## src/rtl/cordic_pkg.sv

```systemverilog
// cordic_pkg: shared CORDIC widths, Q.13 angle constants and pre-processing state encoding
package cordic_pkg;
  localparam int FRAC_W = 13;
  localparam int ANGLE_IN_W = 20;
  localparam int ANGLE_OUT_W = 16;
  localparam int Z_W = ANGLE_IN_W + 1;
  localparam int PI = 25736;
  localparam int HALF_PI = 12868;
  localparam int TWO_PI = 51472;
  localparam logic signed [Z_W-1:0] PI_Z = Z_W'(PI);
  localparam logic signed [Z_W-1:0] HALF_PI_Z = Z_W'(HALF_PI);
  localparam logic signed [Z_W-1:0] TWO_PI_Z = Z_W'(TWO_PI);
  typedef enum logic [1:0] {IDLE, REDUCE, FOLD, OUT} state_e;
endpackage

```

## src/rtl/pre_processing_unit_if.sv

```systemverilog
// pre_processing_unit_if: angle input and folded-angle output handshakes
interface pre_processing_unit_if;
  import cordic_pkg::*;
  logic signed [ANGLE_IN_W-1:0] Angle_in;
  logic Valid_in;
  logic Ready_out;
  logic signed [ANGLE_OUT_W-1:0] Angle_out;
  logic Cos_negate_out;
  logic Valid_out;
  logic Ready_in;
  modport master (
    output Angle_in, Valid_in, Ready_in,
    input Ready_out, Angle_out, Cos_negate_out, Valid_out
  );
  modport slave (
    input Angle_in, Valid_in, Ready_in,
    output Ready_out, Angle_out, Cos_negate_out, Valid_out
  );
endinterface

```

## src/rtl/pre_processing_unit_angle_fold.sv

```systemverilog
// angle_fold: folds an angle in [-pi, pi] into [-pi/2, pi/2] and flags a cos negation
module angle_fold
  import cordic_pkg::*;
(
  input  logic signed [Z_W-1:0]         z,
  output logic signed [ANGLE_OUT_W-1:0] angle,
  output logic                          neg
);
  // pi - z keeps sin and flips cos, so only cos needs correcting downstream
  always_comb begin
    neg = (z > HALF_PI_Z) || (z < -HALF_PI_Z);
    angle = ANGLE_OUT_W'(z > HALF_PI_Z ? PI_Z - z : z < -HALF_PI_Z ? -PI_Z - z : z);
  end
endmodule

```

## src/rtl/pre_processing_unit.sv

```systemverilog
// pre_processing_unit: iterative modulo-2pi reduction and quadrant fold ahead of CORDIC
module pre_processing_unit
  import cordic_pkg::*;
(
  input logic                     Clk_in,
  input logic                     Rst_in,
  pre_processing_unit_if.slave    bus
);
  state_e state_q, state_d;
  logic signed [Z_W-1:0] z_q, z_d;
  logic signed [ANGLE_OUT_W-1:0] angle_q, angle_d, fold_angle;
  logic neg_q, neg_d, fold_neg;
  logic valid_q, valid_d;
  logic ready_q, ready_d;
  logic in_range;
  angle_fold u_fold (.z(z_q), .angle(fold_angle), .neg(fold_neg));
  assign in_range = (z_q <= PI_Z) && (z_q >= -PI_Z);
  // next-state: one 2pi adjustment per REDUCE cycle, outputs captured in FOLD
  always_comb begin
    state_d = state_q;
    z_d = z_q;
    angle_d = angle_q;
    neg_d = neg_q;
    valid_d = valid_q;
    case (state_q)
      IDLE: begin
        z_d = (bus.Valid_in && ready_q) ? Z_W'(bus.Angle_in) : z_q;
        state_d = (bus.Valid_in && ready_q) ? REDUCE : IDLE;
      end
      REDUCE: begin
        z_d = z_q > PI_Z ? z_q - TWO_PI_Z : z_q < -PI_Z ? z_q + TWO_PI_Z : z_q;
        state_d = in_range ? FOLD : REDUCE;
      end
      FOLD: begin
        angle_d = fold_angle;
        neg_d = fold_neg;
        valid_d = 1'b1;
        state_d = OUT;
      end
      OUT: begin
        valid_d = bus.Ready_in ? 1'b0 : 1'b1;
        state_d = bus.Ready_in ? IDLE : OUT;
      end
      default: state_d = IDLE;
    endcase
    ready_d = state_d == IDLE;
  end
  // state and registered outputs; reset drops any in-flight angle
  always_ff @(posedge Clk_in) begin
    if (Rst_in) begin
      state_q <= IDLE;
      z_q <= '0;
      angle_q <= '0;
      neg_q <= 1'b0;
      valid_q <= 1'b0;
      ready_q <= 1'b1;
    end else begin
      state_q <= state_d;
      z_q <= z_d;
      angle_q <= angle_d;
      neg_q <= neg_d;
      valid_q <= valid_d;
      ready_q <= ready_d;
    end
  end
  assign bus.Ready_out = ready_q;
  assign bus.Angle_out = angle_q;
  assign bus.Cos_negate_out = neg_q;
  assign bus.Valid_out = valid_q;
endmodule
```

## src/flat_wrapper.sv

```systemverilog
// flat-port wrapper written by rule: the top's interface ports become plain ports
module pre_processing_unit_flat import cordic_pkg::*;
  (Clk_in, Rst_in, bus_Angle_in, bus_Valid_in, bus_Ready_in, bus_Ready_out, bus_Angle_out, bus_Cos_negate_out, bus_Valid_out);
  pre_processing_unit_if bus_i ();
  input logic Clk_in;
  input logic Rst_in;
  input wire logic [$bits(bus_i.Angle_in)-1:0] bus_Angle_in;
  input wire logic [$bits(bus_i.Valid_in)-1:0] bus_Valid_in;
  input wire logic [$bits(bus_i.Ready_in)-1:0] bus_Ready_in;
  output wire logic [$bits(bus_i.Ready_out)-1:0] bus_Ready_out;
  output wire logic [$bits(bus_i.Angle_out)-1:0] bus_Angle_out;
  output wire logic [$bits(bus_i.Cos_negate_out)-1:0] bus_Cos_negate_out;
  output wire logic [$bits(bus_i.Valid_out)-1:0] bus_Valid_out;
  assign bus_i.Angle_in = bus_Angle_in;
  assign bus_i.Valid_in = bus_Valid_in;
  assign bus_i.Ready_in = bus_Ready_in;
  assign bus_Ready_out = bus_i.Ready_out;
  assign bus_Angle_out = bus_i.Angle_out;
  assign bus_Cos_negate_out = bus_i.Cos_negate_out;
  assign bus_Valid_out = bus_i.Valid_out;
  pre_processing_unit u_core (.Clk_in(Clk_in), .Rst_in(Rst_in), .bus(bus_i));
endmodule
```

## config.mk

```make
export PLATFORM = sky130hd
export DESIGN_NAME = pre_processing_unit_flat
export DESIGN_NICKNAME = d
export VERILOG_FILES = /design/src/rtl/cordic_pkg.sv /design/src/rtl/pre_processing_unit_if.sv /design/src/rtl/pre_processing_unit_angle_fold.sv /design/src/rtl/pre_processing_unit.sv /design/src/flat_wrapper.sv
export SDC_FILE = /design/constraint.sdc
export NUM_CORES = 1
export LEC_CHECK = 0
export BUFFER_PORTS_ARGS = -buffer_cell sky130_fd_sc_hd__buf_2
export CAP_MARGIN = 40
export CORE_MARGIN = 5
export CORE_UTILIZATION = 45
export DETAILED_ROUTE_END_ITERATION = 10
export SLEW_MARGIN = 10
export SYNTH_ARGS = -nofsm -noshare
export SYNTH_HDL_FRONTEND = slang
export SYNTH_SLANG_ARGS = --single-unit
```

## constraint.sdc

```tcl
create_clock -name Clk_in -period 5.55 [get_ports Clk_in]
set_input_delay 1.11 -clock Clk_in [delete_from_list [all_inputs] [get_ports Clk_in]]
set_output_delay 1.11 -clock Clk_in [all_outputs]
set_load 0.01 [all_outputs]
```

==> results of run 1 <==
## synth_stat cells (3+ instances only)
master    number  area, um2
dfxtp_1       42        841
a31oi_1       11       68.8
a21o_1         9       67.6
nand4_1        7       43.8
a21oi_1       42        210
a311oi_1       6       52.6
nand2_1       50        188
and3_1         3       18.8
o21a_1         4       30.0
or3_1          3       18.8
a211oi_1      10       75.1
o31ai_1        6       45.0
ha_1          16        200
xor2_1         6       52.6
a41oi_1        3       26.3
nand3_1       11       55.1
buf_4          5       37.5
nand2b_1       6       37.5
inv_1          9       33.8
nor2_1        45        169
nor3_1        14       70.1
nor2b_1        4       25.0
xnor2_1       14        123
clkbuf_1      15       56.3
buf_2          4       20.0
o21ai_0       15       75.1
a311oi_2       4       60.1
buf_6          5       56.3
## how the worst max path moves through the flow
stage                     slack [ns]  cells after the start                           to                        from
after floorplan                 1.83                     14  u_core.z_q[17]$_SDFFE_PP0P_  u_core.z_q[6]$_SDFFE_PP0P_
after global placement          1.71                     14  u_core.z_q[17]$_SDFFE_PP0P_  u_core.z_q[7]$_SDFFE_PP0P_
after detailed placement        1.64                     14  u_core.z_q[17]$_SDFFE_PP0P_  u_core.z_q[7]$_SDFFE_PP0P_
after CTS                       1.60                     14  u_core.z_q[17]$_SDFFE_PP0P_  u_core.z_q[7]$_SDFFE_PP0P_
after global routing            1.28                     14  u_core.z_q[17]$_SDFFE_PP0P_  u_core.z_q[7]$_SDFFE_PP0P_
final                           1.57                     14  u_core.z_q[17]$_SDFFE_PP0P_  u_core.z_q[7]$_SDFFE_PP0P_
## state kept, by name, indices dropped and copies added, names as in the netlist
name,cells
u_core.z_q,21
u_core.bus.Angle_out,16
u_core.state_q,2
u_core.bus.Cos_negate_out,1
u_core.bus.Ready_out,1
u_core.bus.Valid_out,1
## cell type report
type,instances,share of cell area (%)
inverter,9,0.952
multi-input combinational,339,62.5
sequential,42,23.7
tap,99,3.49
timing repair buffer,46,6.77
clock inverter,3,0.670
clock buffer,5,1.94
## cell families (layout without fill, tap and decap cells)
family	Yosys count	count (layout)	synth area share, %
fa+ha+maj	17	17	6.73
buf+inv	40	63	6.50
compound gates	147	147	33.7
mux	2	2	0.612
flops	42	42	25.7
simple gates	153	153	21.4
xor+xnor	20	20	5.35
## per-layer routing
metal	up-vias	GRT usage, %	share of wire (%)
li1	1594	-	-
met1	1482	25.3	46
met2	90	31.7	47
met3	12	3.31	4.5
met4	0	6.01	2.2
met5	-	0	0
## per-stage QoR
step	setup WS (ns)	cells	util [%]	area [um2]
final	1.57	543	49.5	3550
after floorplan	1.83	421	-	3270
after CTS	1.60	543	49.5	3550
after global placement	1.71	534	48.1	3450
after global routing	1.28	543	49.5	3550
after detailed placement	1.64	535	48.2	3460
## worst max-delay path, cell delays in order (launching register included)
cell and delay [ns]:
dfxtp_1 0.69, o31a_1 0.27, o31ai_4 0.10, a21oi_2 0.27, o21ai_0 0.11, buf_4 0.18
inv_1 0.30, ha_1 0.33, a211oi_1 0.29, nor2_1 0.14, o41ai_2 0.32, a21boi_1 0.17
o41ai_2 0.34, mux2i_1 0.22, a31oi_1 0.10
==> impl_metrics.toml, run 1 <==
[die]
fp.coreArea_um2 = 7180
initial_core_util_pct = 45.6
rows = 31
fp.dieH_um = 95.3
floorplan.io_pins = 43
die_w_um = 95.3
die_area_um2 = 9080

[synthesis]
yosys_most_used_dff = "dfxtp_1"
ys_types = 68
synth_seq_cells = 42
synth.avg_cell_area_um2 = 7.77
ys.warnings.count = 0
synth-edff-count = 0
post_synthesis_async_set_or_reset_flop_share_pct = 0
netlist_area_um2 = 3270
synth.yosys.seq_area_share_pct = 25.7
synthesis.instances = 421
postSynthNetCount = 462

[worst_hold_path]
hold_path_end = "u_core.bus.Angle_out[13]$_SDFFE_PP0P_"
hold_crit_path_type = "reg2reg"
worstHoldPathCells = 2
hold_path.startpoint = "u_core.bus.Angle_out[13]$_SDFFE_PP0P_"

[global_routing]
largest_net_degree_at_the_start_of_global_routing = 36
number_of_antenna_violations_at_the_first_check_in_global_routing = 0
global_route.usage.total_pct = 19.1
grt_first_pass_wirelength_um = 14000
grt_pass1_vias = 2871
overflow = 0

[timing]
fin_worst_skew_ns = 0.00706
final-hold-violation-count = 0
fmax_mhz = 252
finalSetupViolations = 0
final.min_clock_period_ns = 3.98
slew_headroom_pct = 41.9
final.period_utilization_pct = 71.6
fin_hold_ws_ns = 0.452
setup_tns_ns = 0
timing_worst_slew_pin_value_ns = 0.868
timing.final.max_slew_violations = 0
rsz0062_at_grt = "no"

[clock_tree]
post_cts.repair.setup_buffers = 0
cts_buffers = 5
h-tree-depth = 2
cts_tree = "done"
cts.hold.buffers_added = 0
cts_root_buf = "clkbuf_8"
clk_latency_ns = 0.29
clk_pin_slew_worst_paths_ns = 0.09
cts_repair_resize_count = 0
clock-sinks = 42
cts_max_path_buffers = 2

[final_layout]
final_common_cell = "nand2_1"
areaGrowthSynthToFinish_pct = 8.49
most_frequent_cells_in_the_layout = "nand2_1 (50), nor2_1 (45), a21oi_1 (42), buf_2 (42), dfxtp_1 (42)"
multi_input_comb_area_um2 = 2220
fill_cells = 725
share_of_layout_cells_above_drive_strength_1_pct = 16.7
num-nets-final = 484
seqCellArea_um2 = 841
antenna_cells_inserted = 0

[drt]
drt-wirelength-per-cell_um = 15.7
post-route-drc-count = 0
drtIter0Drc = 156
firstDrtPassIters = 4
routed-via-count = 3178
ant_nets = 0
drt-vias-per-instance = 5.85
route.final.wire_length_um = 8520

[critical_path]
startpoint_type_of_the_worst_setup_path = "register"
crit_arrival_ns = 4.11
reg2reg_slack_ns = 1.57
r2r-end = "u_core.z_q[17]$_SDFFE_PP0P_"
worst-endpoint-required_ns = 5.69
worst-path-max-fanout = 17
reg2reg_from = "u_core.z_q[7]$_SDFFE_PP0P_"
critical_path_class = "reg2reg"
end_kind = "register"
rr_worst_depth = 14

[status]
run_status = "finished clean"

[job]
timing.max_cap.violations = 0

[placed_design]
placement.io_buffers = 42
routabilityCongestion = 0.883
dp_hpwl_um = 6190
Power of run 1 is left out: the tool's default activity adds up to more than one toggle a clock period on the data nets, which glitch-free logic cannot reach.
==> run 2: changes to the inputs <==
--- a/config.mk
+++ b/config.mk
@@ -5,11 +5,13 @@
 export SDC_FILE = /design/constraint.sdc
 export NUM_CORES = 1
 export LEC_CHECK = 0
+export ABC_AREA = 1
 export BUFFER_PORTS_ARGS = -buffer_cell sky130_fd_sc_hd__buf_2
 export CAP_MARGIN = 40
 export CORE_MARGIN = 5
 export CORE_UTILIZATION = 45
 export DETAILED_ROUTE_END_ITERATION = 10
+export PLACE_DENSITY = 0.66
 export SLEW_MARGIN = 10
 export SYNTH_ARGS = -nofsm -noshare
 export SYNTH_HDL_FRONTEND = slang
==> constraint.sdc (replaced) <==
create_clock -name Clk_in -period 3.6 [get_ports Clk_in]
set_input_delay 0.72 -clock Clk_in [delete_from_list [all_inputs] [get_ports Clk_in]]
set_output_delay 0.72 -clock Clk_in [all_outputs]
set_load 0.01 [all_outputs]
==> run 2 against run 1 <==
Final area up 33%; fmax grew 21%; synthesized cell count increased by 79%; worst hold slack improved by 0.017 ns; via count increased by 54%; core utilization is 1.1 points higher; critical endpoint is now u_core.z_q[15]$_SDFFE_PP0P_; largest cell class unchanged.
==> impl_metrics.toml, run 2 <==
[status]
run_status = "finished clean"

[final_layout]
most_frequent_cells_in_the_layout = "nand2_1 (255), nor2_1 (102), nand3_1 (92), inv_1 (65), buf_2 (42)"
antenna_cells_inserted = 0
flip_flop_count_of_the_largest_register_after_layout = 21
areaGrowthSynthToFinish_pct = 9.03
num-nets-final = 829
finish.instance_area_um2 = 4720
post_layout_nonfiller_instances = 918
seqCellArea_um2 = 842
final_common_cell = "nand2_1"
largest-register = "u_core.z_q"
multi_input_comb_area_um2 = 3020
fill_cells = 1019
share_of_layout_cells_above_drive_strength_1_pct = 13.8

[power]
power.total_w = 0.00536
cellPowerDensity_nw_per_um2 = 1140
vdd_ir_drop_max_mv = 0.612
power_leakage_nw = 2.42

[synthesis]
synth.yosys.seq_area_share_pct = 19.4
synth_seq_cells = 42
synthesis.instances = 754
netlist_area_um2 = 4330
synth-edff-count = 0
ys.warnings.count = 0
synth_most_common_cell = "nand2_1"
synth.avg_cell_area_um2 = 5.74
synth_top_cells_by_area = "nand2_1 (22%), dfxtp_1 (19%), nand3_1 (11%)"
synth_largest_type_area_fraction_pct = 22.1
synth_top_area_cell = "nand2_1"
yosys_most_used_dff = "dfxtp_1"
ys_types = 43
post_synthesis_async_set_or_reset_flop_share_pct = 0
postSynthNetCount = 795
synth_common_cells = "nand2_1 (255), nor2_1 (103), nand3_1 (92)"

[worst_hold_path]
hold_path_end = "u_core.bus.Angle_out[1]$_SDFFE_PP0P_"
hold_path.startpoint = "u_core.bus.Angle_out[1]$_SDFFE_PP0P_"
hold_crit_path_type = "reg2reg"
worstHoldPathCells = 2

[die]
floorplan.io_pins = 43
initial_core_util_pct = 46.4
die_w_um = 108
fp.dieH_um = 108
rows = 35
die_area_um2 = 11700
fp.coreArea_um2 = 9330

[timing]
timing_worst_slew_pin_value_ns = 0.737
slew_headroom_pct = 50.8
fmax_mhz = 305
final-hold-violation-count = 0
timing.final.max_slew_violations = 0
fin_hold_ws_ns = 0.470
fin_worst_skew_ns = 0.0130
final.min_clock_period_ns = 3.28
rsz0062_at_grt = "no"
setup_tns_ns = 0
final.period_utilization_pct = 91.2
finalSetupViolations = 0

[critical_path]
worst-path-max-fanout = 11
end_kind = "register"
reg2reg_slack_ns = 0.32
crit_family = "simple AND/OR/NAND/NOR gates"
crit_arrival_ns = 3.50
critical_path.slowest_cell = "dfxtp_1"
rr_worst_depth = 16
startpoint_type_of_the_worst_setup_path = "register"
cpPeakStageDelay_ns = 0.50
timing.critical_path.mode_cell = "nor2_1"
r2r-end = "u_core.z_q[15]$_SDFFE_PP0P_"
worstPathBufferInverterCount = 2
reg2reg_from = "u_core.z_q[7]$_SDFFE_PP0P_"
critical_path_class = "reg2reg"
worst-endpoint-required_ns = 3.81
cell_chain_of_the_critical_path = "inv_4, nor2_4, nand2_1, nor2_1, nand4_2, nand3_4, inv_1, ha_1, or2_2, and2_1, nand3_1, nand3_1, xnor2_1, nor2_1, nor2_1, nor2_1"

[drt]
drt-vias-per-instance = 5.34
ant_nets = 0
route.final.wire_length_um = 13900
drtIter0Drc = 413
routed-via-count = 4906
drt-wirelength-per-cell_um = 15.1
firstDrtPassIters = 5
post-route-drc-count = 0

[placed_design]
detailed_place.area_um2 = 4620
dp_hpwl_um = 10700
dp.cells = 910
placement.io_buffers = 42
routabilityCongestion = 0.997

[clock_tree]
h-tree-depth = 2
clk_pin_slew_worst_paths_ns = 0.09
cts_tree = "done"
cts_max_path_buffers = 2
cts.hold.buffers_added = 0
cts_root_buf = "clkbuf_8"
cts_buffers = 5
clock-sinks = 42
clk_latency_ns = 0.31

[global_routing]
overflow = 0
number_of_antenna_violations_at_the_first_check_in_global_routing = 0
grt_pass1_vias = 4718
largest_net_degree_at_the_start_of_global_routing = 34
global_route.usage.total_pct = 24.4
grt_first_pass_wirelength_um = 22900

[job]
timing.max_cap.violations = 0
## run 2: cell types whose count changed in the layout (fill, tap and decap cells not counted), sizes merged, moves of 10 or more
cell and delta:
inv +61, xor2 +12, buf +13, nor2 +66, nand3 +84, a211oi -10, nand2 +213, a311oi -10
xnor2 -11
## run 2: report_power, final
| part | switching, W | total, W | internal [W] |
|---|---|---|---|
| clock network | 0.000185 | 0.000322 | 0.000137 |
| logic | 0.00277 | 0.00419 | 0.00141 |
| registers | 0.000223 | 0.000856 | 0.000633 |
## run 2: repair_timing
item,4_1_cts,5_1_grt
endpoints found under the setup margin,0,6
buffers inserted,0,0
endpoints found under the hold margin,0,0
resized for setup,0,1
## run 2: cell families (layout without fill, tap and decap cells)
kind of cell | Yosys count | after routing | share of synthesized area (%)
xor+xnor | 21 | 21 | 4.25
compound gates | 75 | 75 | 10.0
buf+inv | 103 | 138 | 10.9
mux | 1 | 1 | 0.231
fa+ha+maj | 17 | 17 | 5.09
flops | 42 | 42 | 19.4
simple gates | 495 | 495 | 50.1
## run 2: tightest hold or removal path, cell delays in order, from the launching register on
cell	delay (ns)
dfxtp_1	0.32
nand2_1	0.06
a21oi_1	0.05
## run 2: layout make-up
type | count | area share (%)
multi-input combinational | 609 | 63.9
sequential | 42 | 17.9
timing repair buffer | 59 | 7.16
inverter | 71 | 5.70
tap | 129 | 3.42
clock buffer | 5 | 1.46
clock inverter | 3 | 0.451
## run 2: worst max path at each step
stage,to,slack (ns),start,cells after the start
CTS,u_core.z_q[11]$_SDFFE_PP0P_,0.23,u_core.z_q[8]$_SDFFE_PP0P_,18
finish,u_core.z_q[15]$_SDFFE_PP0P_,0.32,u_core.z_q[7]$_SDFFE_PP0P_,16
detailed placement,u_core.z_q[11]$_SDFFE_PP0P_,0.24,u_core.z_q[8]$_SDFFE_PP0P_,18
global placement,u_core.z_q[15]$_SDFFE_PP0P_,0.31,u_core.z_q[8]$_SDFFE_PP0P_,17
global route,u_core.z_q[14]$_SDFFE_PP0P_,0.02,u_core.z_q[6]$_SDFFE_PP0P_,19
floorplan,u_core.z_q[11]$_SDFFE_PP0P_,0.82,u_core.z_q[5]$_SDFFE_PP0P_,18
## run 2: per-stage QoR
| stage | setup slack, ns | utilization [%] |
|---|---|---|
| after floorplan | 0.817 | - |
| after global placement | 0.314 | 49.6 |
| after detailed placement | 0.238 | 49.6 |
| after CTS | 0.232 | 50.5 |
| after global routing | 0.0187 | 50.6 |
| final | 0.318 | 50.6 |
## run 2: routing by layer
layer | GRT usage (%) | wire length, um | up-vias | share of wire, %
met1 | 32.4 | 6120 | 2220 | 44
met3 | 3.58 | 1020 | 24 | 7.3
li1 | - | - | 2472 | -
met2 | 41.1 | 6490 | 190 | 47
met5 | 0 | 0 | - | 0
met4 | 6.94 | 264 | 0 | 1.9
(Power assumes the default switching activity.)
